<file path="src/rtl/led_seq_if.sv">
// Command/status bundle between a sequencer master and the led_seq_ctrl slave.
interface led_seq_if #(
  parameter int N = 6
);
  logic         start;
  logic         pause;
  logic         stop;
  logic         step;
  logic         load;
  logic [N-1:0] load_d;
  logic         dir;
  logic [7:0]   reps;
  logic [N-1:0] pattern;
  logic         tick;
  logic         wrap;
  logic         done;
  logic         running;

  modport master (
    output start, pause, stop, step, load, load_d, dir, reps,
    input  pattern, tick, wrap, done, running
  );

  modport slave (
    input  start, pause, stop, step, load, load_d, dir, reps,
    output pattern, tick, wrap, done, running
  );
endinterface

</file>
<file path="src/rtl/led_seq_ctrl.sv">
// Run/pause/stop/step/load sequencer for the one-hot colour rotation register.
// Optional bounce sweep enabled by defining LED_SEQ_BOUNCE_EN.
module led_seq_ctrl #(
  parameter int N        = 6,
  parameter int TICK_MAX = 2000000
) (
  input  logic        clk,
  input  logic        reset,
  led_seq_if.slave    bus
);

  localparam int CW = (TICK_MAX > 2) ? $clog2(TICK_MAX) : 1;
  localparam int PW = (N > 2) ? $clog2(N) : 1;
`ifdef LED_SEQ_BOUNCE_EN
  localparam int WRAP_CNT = N - 1;
`else
  localparam int WRAP_CNT = N;
`endif
  localparam logic [N-1:0] PAT_TOP = {1'b1, {(N-1){1'b0}}};

  typedef enum logic [1:0] {
    ST_IDLE  = 2'd0,
    ST_RUN   = 2'd1,
    ST_PAUSE = 2'd2
  } state_e;

  state_e         state_q, state_d;
  logic [N-1:0]   pattern_q, pattern_d;
  logic [CW-1:0]  tcnt_q, tcnt_d;
  logic [PW-1:0]  pos_q, pos_d;
  logic [7:0]     rev_q, rev_d;
  logic [7:0]     reps_q, reps_d;
  logic           tick_q, tick_d;
  logic           wrap_q, wrap_d;
  logic           done_q, done_d;
  logic           running_q;

  logic           adv_dir_s;
  logic           run_cnt_s;
  logic           tc_s;
  logic           last_pos_s;
  logic [7:0]     rev_inc_s;

  function automatic logic [N-1:0] rot_f(input logic [N-1:0] p, input logic right);
    if (right) begin
      return {p[0], p[N-1:1]};
    end else begin
      return {p[N-2:0], p[N-1]};
    end
  endfunction

`ifdef LED_SEQ_BOUNCE_EN
  logic edir_q, edir_d;

  // Effective direction: seeded from dir on fresh start or load, flipped at every wrap.
  always_comb begin
    edir_d = edir_q;
    if (bus.load) begin
      edir_d = bus.dir;
    end else if (!bus.stop && !bus.pause && bus.start && (state_q == ST_IDLE)) begin
      edir_d = bus.dir;
    end else if (run_cnt_s && tc_s && last_pos_s) begin
      edir_d = ~edir_q;
    end else begin
      edir_d = edir_q;
    end
  end

  always_ff @(posedge clk) begin
    if (reset) begin
      edir_q <= 1'b0;
    end else begin
      edir_q <= edir_d;
    end
  end

  assign adv_dir_s = edir_q;
`else
  assign adv_dir_s = bus.dir;
`endif

  // The RUN counter only moves in cycles where no state-changing command wins.
  assign run_cnt_s  = (state_q == ST_RUN) && !bus.load && !bus.stop && !bus.pause;
  assign tc_s       = (tcnt_q == CW'(TICK_MAX - 1));
  assign last_pos_s = (pos_q == PW'(WRAP_CNT - 1));
  assign rev_inc_s  = rev_q + 8'd1;

  always_comb begin
    state_d   = state_q;
    pattern_d = pattern_q;
    tcnt_d    = tcnt_q;
    pos_d     = pos_q;
    rev_d     = rev_q;
    reps_d    = reps_q;
    tick_d    = 1'b0;
    wrap_d    = 1'b0;
    done_d    = 1'b0;

    if (bus.load) begin
      pattern_d = (bus.load_d == '0) ? PAT_TOP : bus.load_d;
      tcnt_d    = '0;
      pos_d     = '0;
    end else if (bus.stop) begin
      if (state_q != ST_IDLE) begin
        state_d = ST_IDLE;
        tcnt_d  = '0;
      end else begin
        state_d = state_q;
      end
    end else if (bus.pause) begin
      if (state_q == ST_RUN) begin
        state_d = ST_PAUSE;
      end else begin
        state_d = state_q;
      end
    end else if (bus.start) begin
      case (state_q)
        ST_IDLE: begin
          reps_d  = bus.reps;
          rev_d   = 8'd0;
          tcnt_d  = '0;
          state_d = ST_RUN;
        end
        ST_PAUSE: state_d = ST_RUN;
        default:  state_d = state_q;
      endcase
    end else if (bus.step) begin
      if (state_q != ST_RUN) begin
        pattern_d = rot_f(pattern_q, adv_dir_s);
        tick_d    = 1'b1;
      end else begin
        tick_d    = 1'b0;
      end
    end else begin
      state_d = state_q;
    end

    if (run_cnt_s) begin
      if (tc_s) begin
        tcnt_d    = '0;
        pattern_d = rot_f(pattern_q, adv_dir_s);
        tick_d    = 1'b1;
        if (last_pos_s) begin
          pos_d  = '0;
          wrap_d = 1'b1;
          rev_d  = rev_inc_s;
          if ((reps_q != 8'd0) && (rev_inc_s == reps_q)) begin
            done_d  = 1'b1;
            state_d = ST_IDLE;
          end else begin
            done_d  = 1'b0;
          end
        end else begin
          pos_d = pos_q + PW'(1);
        end
      end else begin
        tcnt_d = tcnt_q + CW'(1);
      end
    end else begin
      done_d = 1'b0;
    end
  end

  // running mirrors the state register one clock later, so it stays high through the done pulse.
  always_ff @(posedge clk) begin
    if (reset) begin
      state_q   <= ST_IDLE;
      pattern_q <= PAT_TOP;
      tcnt_q    <= '0;
      pos_q     <= '0;
      rev_q     <= 8'd0;
      reps_q    <= 8'd0;
      tick_q    <= 1'b0;
      wrap_q    <= 1'b0;
      done_q    <= 1'b0;
      running_q <= 1'b0;
    end else begin
      state_q   <= state_d;
      pattern_q <= pattern_d;
      tcnt_q    <= tcnt_d;
      pos_q     <= pos_d;
      rev_q     <= rev_d;
      reps_q    <= reps_d;
      tick_q    <= tick_d;
      wrap_q    <= wrap_d;
      done_q    <= done_d;
      running_q <= (state_q == ST_RUN);
    end
  end

  assign bus.pattern = pattern_q;
  assign bus.tick    = tick_q;
  assign bus.wrap    = wrap_q;
  assign bus.done    = done_q;
  assign bus.running = running_q;

endmodule

</file>
<file path="src/flat_wrapper.sv">
// flat-port wrapper written by rule: the top's interface ports become plain ports
module led_seq_ctrl_flat 
#(
  parameter int N        = 6,
  parameter int TICK_MAX = 2000000
)
  (clk, reset, bus_start, bus_pause, bus_stop, bus_step, bus_load, bus_load_d, bus_dir, bus_reps, bus_pattern, bus_tick, bus_wrap, bus_done, bus_running);
  led_seq_if #(.N(N)) bus_i ();
  input  logic clk;
  input  logic reset;
  input wire logic [$bits(bus_i.start)-1:0] bus_start;
  input wire logic [$bits(bus_i.pause)-1:0] bus_pause;
  input wire logic [$bits(bus_i.stop)-1:0] bus_stop;
  input wire logic [$bits(bus_i.step)-1:0] bus_step;
  input wire logic [$bits(bus_i.load)-1:0] bus_load;
  input wire logic [$bits(bus_i.load_d)-1:0] bus_load_d;
  input wire logic [$bits(bus_i.dir)-1:0] bus_dir;
  input wire logic [$bits(bus_i.reps)-1:0] bus_reps;
  output wire logic [$bits(bus_i.pattern)-1:0] bus_pattern;
  output wire logic [$bits(bus_i.tick)-1:0] bus_tick;
  output wire logic [$bits(bus_i.wrap)-1:0] bus_wrap;
  output wire logic [$bits(bus_i.done)-1:0] bus_done;
  output wire logic [$bits(bus_i.running)-1:0] bus_running;
  assign bus_i.start = bus_start;
  assign bus_i.pause = bus_pause;
  assign bus_i.stop = bus_stop;
  assign bus_i.step = bus_step;
  assign bus_i.load = bus_load;
  assign bus_i.load_d = bus_load_d;
  assign bus_i.dir = bus_dir;
  assign bus_i.reps = bus_reps;
  assign bus_pattern = bus_i.pattern;
  assign bus_tick = bus_i.tick;
  assign bus_wrap = bus_i.wrap;
  assign bus_done = bus_i.done;
  assign bus_running = bus_i.running;
  led_seq_ctrl #(.N(N), .TICK_MAX(TICK_MAX)) u_core (.clk(clk), .reset(reset), .bus(bus_i));
endmodule
</file>
<file path="config.mk">
export PLATFORM = sky130hd
export DESIGN_NAME = led_seq_ctrl_flat
export DESIGN_NICKNAME = d
export VERILOG_FILES = /design/src/rtl/led_seq_if.sv /design/src/rtl/led_seq_ctrl.sv /design/src/flat_wrapper.sv
export SDC_FILE = /design/constraint.sdc
export NUM_CORES = 1
export LEC_CHECK = 0
export ABC_AREA = 1
export BUFFER_PORTS_ARGS = -buffer_cell sky130_fd_sc_hd__clkbuf_2
export CORE_ASPECT_RATIO = 1.5
export CORE_MARGIN = 5
export CORE_UTILIZATION = 25
export CTS_CLUSTER_DIAMETER = 200
export DETAILED_ROUTE_END_ITERATION = 8
export PLACE_DENSITY_LB_ADDON = 0.3
export SLEW_MARGIN = 25
export SYNTH_ARGS = -nofsm -noshare
export SYNTH_HDL_FRONTEND = slang
export SYNTH_SLANG_ARGS = --single-unit
</file>
<file path="constraint.sdc">
create_clock -name clk -period 2.3 [get_ports clk]
set_input_delay 0.345 -clock clk [delete_from_list [all_inputs] [get_ports clk]]
set_output_delay 0.345 -clock clk [all_outputs]
set_load 0.005 [all_outputs]
</file>
==> results.yml <==
status:
  status: "finished clean"
sta:
  drv_slew: 0
  timing.fmax_mhz: 540.0
  fin_crit_ns: 1.852
  hold_ws_ns: 0.2966
  fin_crit_sh_pct: 80.52
  hold_violations: 0
  max_slew.worst_pin.slew_ns: 0.4703
  tns_ns: 0
  maxSlewHeadroom_pct: 68.58
  rsz0062_at_grt: "false"
  finalWorstSetupSlack_ns: 0.4481
  setup_viol: 0
  skew_ns: 0.004347
detailed_routing:
  vias_per_cell: 4.516
  dr.pass1.iters: 4
  drc: 0
  ant_nets: 0
  routed_wl_um: 8115
  drt_iter0_drc: 93
  wl_per_cell_um: 12.08
  num_vias: 3035
synthesis:
  yosysWarnings: 0
  synth_edf_count: 0
  syn_inst: 486
  synth_area_sq_um: 3097
  ys_seq_elements: 52
  synth_flop_cell: "dfxtp_1"
  async_flop_share_pct: 0
  avgSynthCellArea_sq_um: 6.372
  yosysUniqueCellTypes: 37
  synth_nets: 510
  ys_seq_area_share_pct: 33.62
clock_network:
  clk_latency_ns: 0.29
  post_cts_buffers: 0
  clock-sinks: 52
  hold_buffers: 0
  cts_resized: 0
  htree_levels: 2
  cts.clk_slew.worst_paths_ns: 0.07
  cts_buffers: 5
  cts_buffer_depth: 2
  cts_root_buf: "clkbuf_16"
  cts_tree: "done"
place:
  dpl_worst_slack_ns: 0.4424
  place.gp.congestion: 0.8696
  dp_hpwl_um: 6373
  port_buffers: 31
  dp_cells: 664
die:
  core_area_sq_um: 12080
  die_w_um: 100.9
  die_area_sq_um: 14760
  fp-row-count: 49
  fp.dieH_um: 146.3
  start_util_pct: 25.64
  num_io_pins: 32
finish:
  fin_nets: 542
  fin_cells: 672
  final_cell_mix: "nand2_1 (126), nor2_1 (78), inv_1 (54), dfxtp_1 (52), nand3_1 (44)"
  final_common_cell: "nand2_1"
  fillers: 1326
  syn2layout_area_growth_pct: 15.03
  drive_gt1_share_pct: 12.33
  antenna_cells: 0
setup_path:
  crit_slowest_cell: "dfxtp_1"
  r2r_cells: 8
  path_class: "reg -> reg"
  end_kind: "flip-flop"
  path_max_fanout: 9
  worst_ep_arrival_time_ns: 2.05
  rr_startpoint: "u_core.tcnt_q[0]"
  cp-startpoint: "u_core.tcnt_q[0]"
  crit_path_start_kind: "flip-flop"
  worstPathCellList: "ha_1 > nand3_2 > nor2_4 > nand4_4 > nor2_8 > nand3_2 > nor2_1 > nor2_1"
  required_ns: 2.49
  slowest_delay_ns: 0.43
pwr:
  ir_drop_mv: 0.2461
  leakagePower_nw: 1.387
  power.density_nw_per_um2: 517.7
grt:
  grt_pass1_vias: 3010
  grt_usage_pct: 11.37
  grt_overflow: 0
  grt_max_degree: 18
  grt_pass1_wl_um: 13740
  antenna_found_initial: 0
min_path:
  hold_path.class: "in -> reg"
  whs_path_depth: 2
  holdCritStartpoint: "bus_load"
flow_run:
  maxCapViolCount: 0
[report_power, final]
part	internal (mW)	switching (mW)	total [mW]	leakage, nW
clock network	0.435	0.331	0.766	0.0712
logic	0.0542	0.0947	0.149	0.894
registers	0.915	0.0142	0.929	0.421
[sequential cells by signal, summed over array words and instances (netlist names)]
signal,flops
u_core.reps_q,8
u_core.bus.done,1
u_core.pos_q,3
u_core.rev_q,8
u_core.bus.wrap,1
u_core.bus.tick,1
u_core.bus.running,1
u_core.state_q,2
u_core.bus.pattern,6
u_core.tcnt_q,21
[stage by stage]
step	utilization [%]	cell area [sq um]	power (mW)
global placement	28.28	3416	1.100
CTS	29.49	3562	1.878
finish	29.49	3562	1.844
floorplan	-	3097	1.042
detailed placement	28.28	3416	1.102
global route	29.49	3562	1.938
[metal layers]
layer | GRT usage, % | up-vias | share of wire, %
met4 | 3.372 | 0 | 1.7
met3 | 2.196 | 12 | 2.4
met1 | 13.05 | 1358 | 44
li1 | - | 1626 | -
met5 | 0 | - | 0
met2 | 20.81 | 39 | 52
[kinds of logic (layout without fill, tap and decap cells)]
family,after synthesis,after routing,synth area share (%)
adders and majority gates,2,2,0.8080
buffers and inverters,68,101,9.010
DFF,52,52,33.62
AOI/OAI and AO/OA,68,68,12.04
and+or+nand+nor,289,289,42.55
xor gates and xnor gates,7,7,1.980
[cells in the mapped netlist, types with 3 or more instances]
library cell	instances	area, sq um
o21ai_0	35	175.2
nor3_1	11	55.05
xor2_1	4	35.03
inv_1	54	202.7
nand2_1	126	473.0
xnor2_1	3	26.28
nor3_2	3	30.03
nand3b_1	4	30.03
dfxtp_1	52	1041
nand4_1	8	50.05
nor2_1	78	292.8
clkbuf_1	7	26.28
a21oi_1	23	115.1
inv_2	3	11.26
nand3_1	44	220.2
nor2_4	3	33.78
buf_6	3	33.78
[final timing paths]
check	endpoint	slack, ns
worst max-delay path	u_core.state_q[0]	0.45
worst min-delay path	u_core.pos_q[2]	0.30
worst max register to register	u_core.state_q[0]	0.45
worst min register to register	u_core.reps_q[1]	0.48
[layout make-up]
cell class | instances | area (sq um) | area share (%)
Inverter | 57 | 214.0 | 6.006
Multi-Input combinational cell | 366 | 1777 | 49.88
Clock buffer | 8 | 146.4 | 4.110
Tap cell | 153 | 191.4 | 5.374
Timing Repair Buffer | 36 | 192.7 | 5.409
Sequential cell | 52 | 1041 | 29.22
[critical path: cells and delay by family (launching register included)]
kind                     cells  cell delay [ns]
adder cells (fa/ha/maj)      1             0.23
flip-flops                   1             0.43
AND/OR/NAND/NOR              7             1.08
Note: power is estimated with default switching activity, not from simulation.
